===== src/rtl/sub_serial_nibble_pkg.sv =====
// Shared encodings and sizing helpers for the nibble-serial subtractor.
package sub_serial_nibble_pkg;

  localparam int unsigned NIB = 4;

  typedef enum logic [1:0] {
    SubIdle = 2'd0,
    SubRun  = 2'd1,
    SubDone = 2'd2
  } sub_state_e;

  // Width of the nibble index counter; at least one bit.
  function automatic int unsigned idx_width(int unsigned width);
    return (width / NIB > 1) ? $clog2(width / NIB) : 1;
  endfunction

endpackage


===== src/rtl/sub_serial_nibble_if.sv =====
// Start/busy/done handshake plus operands and result flags of the serial subtractor.
interface sub_serial_nibble_if #(
  parameter int unsigned WIDTH = 32
);
  logic             start;
  logic [WIDTH-1:0] a;
  logic [WIDTH-1:0] b;
  logic             busy;
  logic             done;
  logic [WIDTH-1:0] diff;
  logic             borrow;
  logic             ovf;
  logic             lt;
  logic             zero;

  modport master (
    output start, a, b,
    input  busy, done, diff, borrow, ovf, lt, zero
  );

  modport slave (
    input  start, a, b,
    output busy, done, diff, borrow, ovf, lt, zero
  );
endinterface


===== src/rtl/sub_serial_nibble_nib.sv =====
// One 4-bit subtract step with borrow in/out: {bo, d} = a - b - bi.
module nibble_sub_4bits
  import sub_serial_nibble_pkg::*;
(
  input  logic [NIB-1:0] a,
  input  logic [NIB-1:0] b,
  input  logic           bi,
  output logic [NIB-1:0] d,
  output logic           bo
);

  // The extra top bit wraps to 1 exactly when the result goes negative.
  assign {bo, d} = {1'b0, a} - {1'b0, b} - {{NIB{1'b0}}, bi};

endmodule


===== src/rtl/sub_serial_nibble.sv =====
// Multi-cycle a - b, one nibble per clock with a registered borrow; flags land with the last nibble.
module sub_serial_nibble
  import sub_serial_nibble_pkg::*;
#(
  parameter int unsigned WIDTH = 32
) (
  input logic               clk,
  input logic               rst_n,
  sub_serial_nibble_if.slave bus
);

  localparam int unsigned NumNib = WIDTH / NIB;
  localparam int unsigned IdxW   = idx_width(WIDTH);

  sub_state_e       state_q, state_d;
  logic [IdxW-1:0]  idx_q, idx_d;
  logic             borrow_reg_q, borrow_reg_d;
  logic [WIDTH-1:0] a_q, a_d;
  logic [WIDTH-1:0] b_q, b_d;
  logic [WIDTH-1:0] diff_q, diff_d;
  logic             borrow_q, borrow_d;
  logic             ovf_q, ovf_d;
  logic             lt_q, lt_d;
  logic             zero_q, zero_d;

  logic [NIB-1:0]   a_nib, b_nib, nib_d;
  logic             nib_bo;

  assign a_nib = a_q[{idx_q, 2'b00} +: NIB];
  assign b_nib = b_q[{idx_q, 2'b00} +: NIB];

  nibble_sub_4bits u_nib (
    .a  (a_nib),
    .b  (b_nib),
    .bi (borrow_reg_q),
    .d  (nib_d),
    .bo (nib_bo)
  );

  always_comb begin
    state_d      = state_q;
    idx_d        = idx_q;
    borrow_reg_d = borrow_reg_q;
    a_d          = a_q;
    b_d          = b_q;
    diff_d       = diff_q;
    borrow_d     = borrow_q;
    ovf_d        = ovf_q;
    lt_d         = lt_q;
    zero_d       = zero_q;

    case (state_q)
      SubIdle, SubDone: begin
        if (bus.start) begin
          a_d          = bus.a;
          b_d          = bus.b;
          borrow_reg_d = 1'b0;
          idx_d        = '0;
          diff_d       = '0;
          borrow_d     = 1'b0;
          ovf_d        = 1'b0;
          lt_d         = 1'b0;
          zero_d       = 1'b0;
          state_d      = SubRun;
        end else begin
          state_d = SubIdle;
        end
      end
      SubRun: begin
        diff_d[{idx_q, 2'b00} +: NIB] = nib_d;
        borrow_reg_d = nib_bo;
        idx_d        = idx_q + IdxW'(1);
        if (idx_q == IdxW'(NumNib - 1)) begin
          // diff_d is complete here, so the flags are valid at the same edge.
          state_d  = SubDone;
          borrow_d = nib_bo;
          ovf_d    = (a_q[WIDTH-1] != b_q[WIDTH-1]) & (diff_d[WIDTH-1] != a_q[WIDTH-1]);
          lt_d     = diff_d[WIDTH-1] ^ ovf_d;
          zero_d   = (diff_d == '0);
        end
      end
      default: state_d = SubIdle;
    endcase
  end

  always_ff @(posedge clk) begin
    if (!rst_n) begin
      state_q      <= SubIdle;
      idx_q        <= '0;
      borrow_reg_q <= 1'b0;
      a_q          <= '0;
      b_q          <= '0;
      diff_q       <= '0;
      borrow_q     <= 1'b0;
      ovf_q        <= 1'b0;
      lt_q         <= 1'b0;
      zero_q       <= 1'b0;
    end else begin
      state_q      <= state_d;
      idx_q        <= idx_d;
      borrow_reg_q <= borrow_reg_d;
      a_q          <= a_d;
      b_q          <= b_d;
      diff_q       <= diff_d;
      borrow_q     <= borrow_d;
      ovf_q        <= ovf_d;
      lt_q         <= lt_d;
      zero_q       <= zero_d;
    end
  end

  assign bus.busy   = (state_q == SubRun);
  assign bus.done   = (state_q == SubDone);
  assign bus.diff   = diff_q;
  assign bus.borrow = borrow_q;
  assign bus.ovf    = ovf_q;
  assign bus.lt     = lt_q;
  assign bus.zero   = zero_q;

endmodule


===== src/flat_wrapper.sv =====
// flat-port wrapper written by rule: the top's interface ports become plain ports
module sub_serial_nibble_flat import sub_serial_nibble_pkg::*;
#(
  parameter int unsigned WIDTH = 32
)
  (clk, rst_n, bus_start, bus_a, bus_b, bus_busy, bus_done, bus_diff, bus_borrow, bus_ovf, bus_lt, bus_zero);
  sub_serial_nibble_if #(.WIDTH(WIDTH)) bus_i ();
  input logic clk;
  input logic rst_n;
  input wire logic [$bits(bus_i.start)-1:0] bus_start;
  input wire logic [$bits(bus_i.a)-1:0] bus_a;
  input wire logic [$bits(bus_i.b)-1:0] bus_b;
  output wire logic [$bits(bus_i.busy)-1:0] bus_busy;
  output wire logic [$bits(bus_i.done)-1:0] bus_done;
  output wire logic [$bits(bus_i.diff)-1:0] bus_diff;
  output wire logic [$bits(bus_i.borrow)-1:0] bus_borrow;
  output wire logic [$bits(bus_i.ovf)-1:0] bus_ovf;
  output wire logic [$bits(bus_i.lt)-1:0] bus_lt;
  output wire logic [$bits(bus_i.zero)-1:0] bus_zero;
  assign bus_i.start = bus_start;
  assign bus_i.a = bus_a;
  assign bus_i.b = bus_b;
  assign bus_busy = bus_i.busy;
  assign bus_done = bus_i.done;
  assign bus_diff = bus_i.diff;
  assign bus_borrow = bus_i.borrow;
  assign bus_ovf = bus_i.ovf;
  assign bus_lt = bus_i.lt;
  assign bus_zero = bus_i.zero;
  sub_serial_nibble #(.WIDTH(WIDTH)) u_core (.clk(clk), .rst_n(rst_n), .bus(bus_i));
endmodule

===== config.mk =====
export PLATFORM = sky130hd
export DESIGN_NAME = sub_serial_nibble_flat
export DESIGN_NICKNAME = d
export VERILOG_FILES = /design/src/rtl/sub_serial_nibble_pkg.sv /design/src/rtl/sub_serial_nibble_if.sv /design/src/rtl/sub_serial_nibble_nib.sv /design/src/rtl/sub_serial_nibble.sv /design/src/flat_wrapper.sv
export SDC_FILE = /design/constraint.sdc
export NUM_CORES = 1
export LEC_CHECK = 0
export BUFFER_PORTS_ARGS = -buffer_cell sky130_fd_sc_hd__buf_2
export CAP_MARGIN = 20
export CORE_MARGIN = 5
export CORE_UTILIZATION = 49
export DETAILED_ROUTE_END_ITERATION = 8
export GPL_ROUTABILITY_DRIVEN = 0
export HOLD_SLACK_MARGIN = 0.06
export PLACE_DENSITY = 0.76
export SETUP_SLACK_MARGIN = 0.02
export SKIP_LAST_GASP = 1
export SLEW_MARGIN = 0
export SYNTH_ARGS = -nofsm -noshare
export SYNTH_HDL_FRONTEND = slang
export SYNTH_SLANG_ARGS = --single-unit
export TNS_END_PERCENT = 30

===== constraint.sdc =====
create_clock -name clk -period 3.25 [get_ports clk]
set_input_delay 0.325 -clock clk [delete_from_list [all_inputs] [get_ports clk]]
set_output_delay 0.325 -clock clk [all_outputs]
set_load 0.03 [all_outputs]

======== Word level (Yosys, flattened, before mapping) ========
Cells that the tools add are included.
word-level totals
  word-level logic and storage cells ...... 52
  bits of input ports ..................... 67
  output and inout port bits .............. 38
  bits in registers ....................... 106
operators by class
  shift operators ......................... 4
  multiplexer cells ....................... 18
  eq/ne operators ......................... 7
  bitwise operators ....................... 2
  add/sub/neg operators ................... 4
  reductions and logical operators ........ 7
operators with widths
  operator                  count
  $pmux W32 S2              1
  $shiftx A32 B6 Y4         2
  $bwmux W32                1
  $logic_not A32 Y1         1
  $mux W32                  1
  $shift A4 B7 Y32 const A  1
  $shiftx A4 B7 Y32         1
  $pmux W1 S2               5
  $neg A5 Y7                1
  $mux W1                   6
  $pmux W3 S2               1
  $sub A4 B4 Y5             1
  $sub A5 B1 Y5             1
  $pmux W2 S2               1
  $reduce_and A2 Y1         2
  $add A3 B1 Y3 const B     1
  $eq A3 B3 Y1 const B      1
  $mux W3                   1
  $reduce_and A3 Y1         1
  $eq A2 B1 Y1 const B      1
  $eq A2 B2 Y1 const B      1
  $logic_not A2 Y1          1
  $mux W2                   1
  $ne A1 B1 Y1              2
  other kinds (6)           6

======== Logic depth before layout (Yosys ltp) ========
  word-level depth ........................ 10
  gate-level depth with buffers ........... 13
  depth with buffers taken out ............ 11

======== Cells and area by module ========
Synthesis repeated with hierarchy kept, for this count alone.
unflattened totals
  cells, all modules ...................... 578
  area total of the unflattened synthesis .. 5064.9 um^2
modules (own cells, without submodules)
  module             area each (um^2)  sequential area each (um^2)  cells an instance  times used
  sub_serial_nibble  4857.2            2122.0                       554                1
  nibble_sub_4bits   207.7             0.0                          24                 1

======== Worst setup path before layout ========
OpenSTA, ideal clock, no wires.
  kind .................................... register to register
  start ................................... register u_core.idx_q[0]
  end ..................................... register u_core.zero_q (netlist: u_core.bus.zero)
  library setup time ...................... 67 ps
  data required time ...................... 3183 ps
  slack ................................... -242 ps
  stages on the path, launching flop included .. 14
  path buffers ............................ 3
  arrival ................................. 3425 ps
  cells stage by stage .................... dfxtp_1 -> buf_2 -> buf_2 -> buf_2 -> mux4_2 -> mux2i_1 -> fa_1 -> fa_1 -> xnor2_1 -> and2_1 -> mux2_4 -> nand4b_1 -> a2111o_1 -> o21ai_2
on the way
  longest elaborated chain between the ends .. 8
  elaborated cells between the ends (all ways) .. 14
  those cells by class .................... add/sub: 3; eq/ne: 2; shift: 4; mux: 3; reduce/logical: 2
RTL lines
  element                               RTL line                                          RTL
  from (decl)                           sub_serial_nibble.sv:16                           logic [IdxW-1:0] idx_q, idx_d;
  from (signal assigned)                sub_serial_nibble.sv:100                          idx_q <= idx_d;
  $shiftx A32 B6 Y4 (on tied branches)  sub_serial_nibble.sv:29, sub_serial_nibble.sv:30
  $sub A4 B4 Y5                         sub_serial_nibble_nib.sv:13                       assign {bo, d} = {1'b0, a} - {1'b0, b} - {{NIB{1'b0}}, bi};
  $sub A5 B1 Y5                         sub_serial_nibble_nib.sv:13
  $shiftx A4 B7 Y32                     sub_serial_nibble.sv:70                           diff_d[{idx_q, 2'b00} +: NIB] = nib_d;
  $bwmux W32                            sub_serial_nibble.sv:70
  $logic_not A32 Y1                     sub_serial_nibble.sv:79                           zero_d = (diff_d == '0);
  $mux W1                               sub_serial_nibble.sv:73                           if (idx_q == IdxW'(NumNib - 1)) begin
  $pmux W1 S2                           sub_serial_nibble.sv:52                           case (state_q)
  to (signal assigned)                  sub_serial_nibble.sv:108                          zero_q <= zero_d;
  to (decl)                             sub_serial_nibble.sv:24                           logic zero_q, zero_d;
Parallel ways exist; a longest one is shown, timed or not. The select of a mux whose other input is x is not followed.
A chain may end at the register's enable or synchronous reset.

======== Final worst setup path ========
Same ends and word-level chain as after synthesis.

==> results.tsv <==
metric	value	unit
outcome	completed	
finalNetCount	758	
ys_top_cells_by_area	dfxtp_1, nand2_1, a21oi_1	
max_stage_delay	0.53	ns
holdBufCountCts	0	
num_rows	36	
synth-seq-area-share	43.2	%
leakage	2.41	nW
power.total	2.62	mW
cts_sinks	106	
fin_skew	0.0150	ns
crit_fanout	13	
synthAdderAreaFrac	3.62	%
crit_chain	buf_12 -> mux4_2 -> mux2i_4 -> fa_2 -> fa_1 -> nor2_1 -> and2_1 -> mux2_4 -> nand4b_1 -> a2111o_1 -> o21ai_2	
yosys.area.top_type	dfxtp_1	
peakVddDrop	0.321	mV
cts_max_path_buffers	2	
port_buffers	104	
clock-root-buffer	clkbuf_8	
startpoint_type	register	
syn_to_final_growth	17.8	%
dr.pass1.iters	5	
diodes	0	
clk_pin_slew	0.10	ns
netlist_area	4910	um2
cts_buffers	9	
power_density	452	nW/um2
die_h	110	um
yosys_warnings	0	
die-area	12100	um2
synth_xor_area_share	0.357	%
tritoncts	yes	
routedWlPerCell	15.5	um
initial_utilization	50.2	%
grt_pass1_vias	4390	
avgSynthCellArea	8.38	um2
dp_hpwl	9.60	mm
yosysMostFrequentCell	nand2_1	
finalNonFillerCells	816	
synth-compound-area-share	15.9	%
die_w	110	um
ios	105	
core	9770	um2
drc	0	
grt-ovfl-total	0	
vias	4537	
fin_crit_sh	94.7	%
fin_setup_tns	0	ns
yosys_register_bits	106	
grt_use_total	21.7	%
cpMaxStageDelayCell	mux4_2	
yosys.area_share.simple	23.2	%
grt_first_pass_wirelength	20.9	mm
cts_htree_levels	3	
drtIter0Drc	245	
synthMuxAreaShare	9.35	%
synth_nets	666	
cp.required	3.57	ns
whs	0.175	ns
grt_start_max_net_pins	52	
max_slew_margin	43.1	%
path_class	reg -> reg	
tightestPinTransition	0.843	ns
ant_nets	0	
avgViaCountPerCell	5.56	
grt_antenna_before_repair	0	
crit_path_end_kind	register	
syn_inst	586	
worstSkewPairLatency	0.38	ns
drive_above_1_share	25.2	%
ys_types	50	
maxSlewViolCount	0	
min_period	3.08	ns
synth_common_cells	nand2_1, dfxtp_1, a21oi_1	
cap_violations	0	
finalHoldViolations	0	
synth_top_area_share	43.2	%
synth_edf_count	0	
clock.fmax	325	MHz
rsz0062_at_grt	yes	
post-place-cells	799	
ys.flop_type	dfxtp_1	
hold_path_class	in -> reg	
arrival	3.40	ns
postRouteWirelength	12.6	mm
synth_top_family_by_area	simple AND/OR/NAND/NOR gates	
setup_viol	0	
async_flop_share	0	%
[placed cells by master (no fill, tap or decap), types with 5 or more instances in the layout]
cell      netlist  routed
nand2_1       148     148
dfxtp_1       106     105
buf_2           5     104
a21oi_1        74      74
nor2_1         53      52
buf_4           0      18
mux4_2         16      16
nand3_1        15      15
a22oi_1        15      15
o21ai_0        11      11
ha_1           11      11
clkbuf_8        0       9
and2_1          8       8
a32oi_1         8       8
o31ai_1         8       8
inv_1           7       7
nor3_1          5       5
a31oi_1         5       5
[critical path: cells and delay by family, from the launching register on]
family | cells | cell delay (ns)
adder cells (fa/ha/maj) | 2 | 0.76
AO/OA/AOI/OAI | 2 | 0.43
AND/OR/NAND/NOR | 3 | 0.40
buffers and inverters | 1 | 0.17
multiplexers | 3 | 0.87
flip-flops | 1 | 0.41
[layer usage]
| layer | global-route usage, % | vias to the layer above | share of wire (%) |
|---|---|---|---|
| met5 | 0 | - | 0 |
| met4 | 8.62 | 0 | 1.8 |
| met1 | 29.0 | 2115 | 44 |
| met3 | 4.83 | 21 | 7.6 |
| met2 | 34.4 | 180 | 47 |
| li1 | - | 2221 | - |
[metrics by stage]
step | setup WS [ns] | utilization (%) | area [um2]
2_1_floorplan | 0.0277 | - | 4930
3_3_place_gp | 0.0878 | 57.1 | 5580
3_5_place_dp | -0.0133 | 57.1 | 5580
4_1_cts | 0.0857 | 59.0 | 5770
5_1_grt | -0.0396 | 59.2 | 5790
6_report | 0.171 | 59.2 | 5790
[cells by family (layout without fill, tap and decap cells)]
group | count (synthesis) | in the layout
multiplexers | 25 | 25
AO/OA/AOI/OAI | 130 | 130
AND/OR/NAND/NOR | 259 | 259
adder cells (fa/ha/maj) | 13 | 13
buffers and inverters | 51 | 148
XOR/XNOR | 2 | 2
flip-flops | 106 | 106
[final timing paths]
kind	start	to	slack [ns]	cells after the start
max	u_core.idx_q[0]	u_core.bus.zero	0.17	11
min	bus_b[20]	u_core.b_q[20]	0.18	3
max reg2reg	u_core.idx_q[0]	u_core.bus.zero	0.17	11
min reg2reg	u_core.b_q[26]	u_core.b_q[26]	0.46	2
[area by class of cell]
| class | instances | area [um2] |
|---|---|---|
| Clock inverter | 7 | 52.6 |
| Sequential cell | 106 | 2120 |
| Inverter | 9 | 33.8 |
| Timing Repair Buffer | 123 | 676 |
| Fill cell | 872 | 3990 |
| Multi-Input combinational cell | 429 | 2610 |
| Clock buffer | 9 | 124 |
| Tap cell | 133 | 166 |
[state kept, by name, indices dropped and copies added (netlist names), 2 cells and up]
register         flops
u_core.idx_q         3
u_core.state_q       2
u_core.a_q          32
u_core.bus.diff     32
u_core.b_q          32
[what timing repair did]
action                                  4_1_cts  5_1_grt
endpoints found under the setup margin        2        7
setup buffers                                 1        0
resized for setup                             1        4
endpoints found under the hold margin         0        0
pin swaps                                     1        0
[power breakdown]
part	total [mW]	leakage, nW	internal [mW]	switching [mW]
combinational	0.489	1.46	0.207	0.283
sequential	1.39	0.865	1.35	0.0355
clock	0.739	0.0783	0.282	0.457
total	2.62	2.41	1.84	0.775
(Power assumes the default switching activity.)
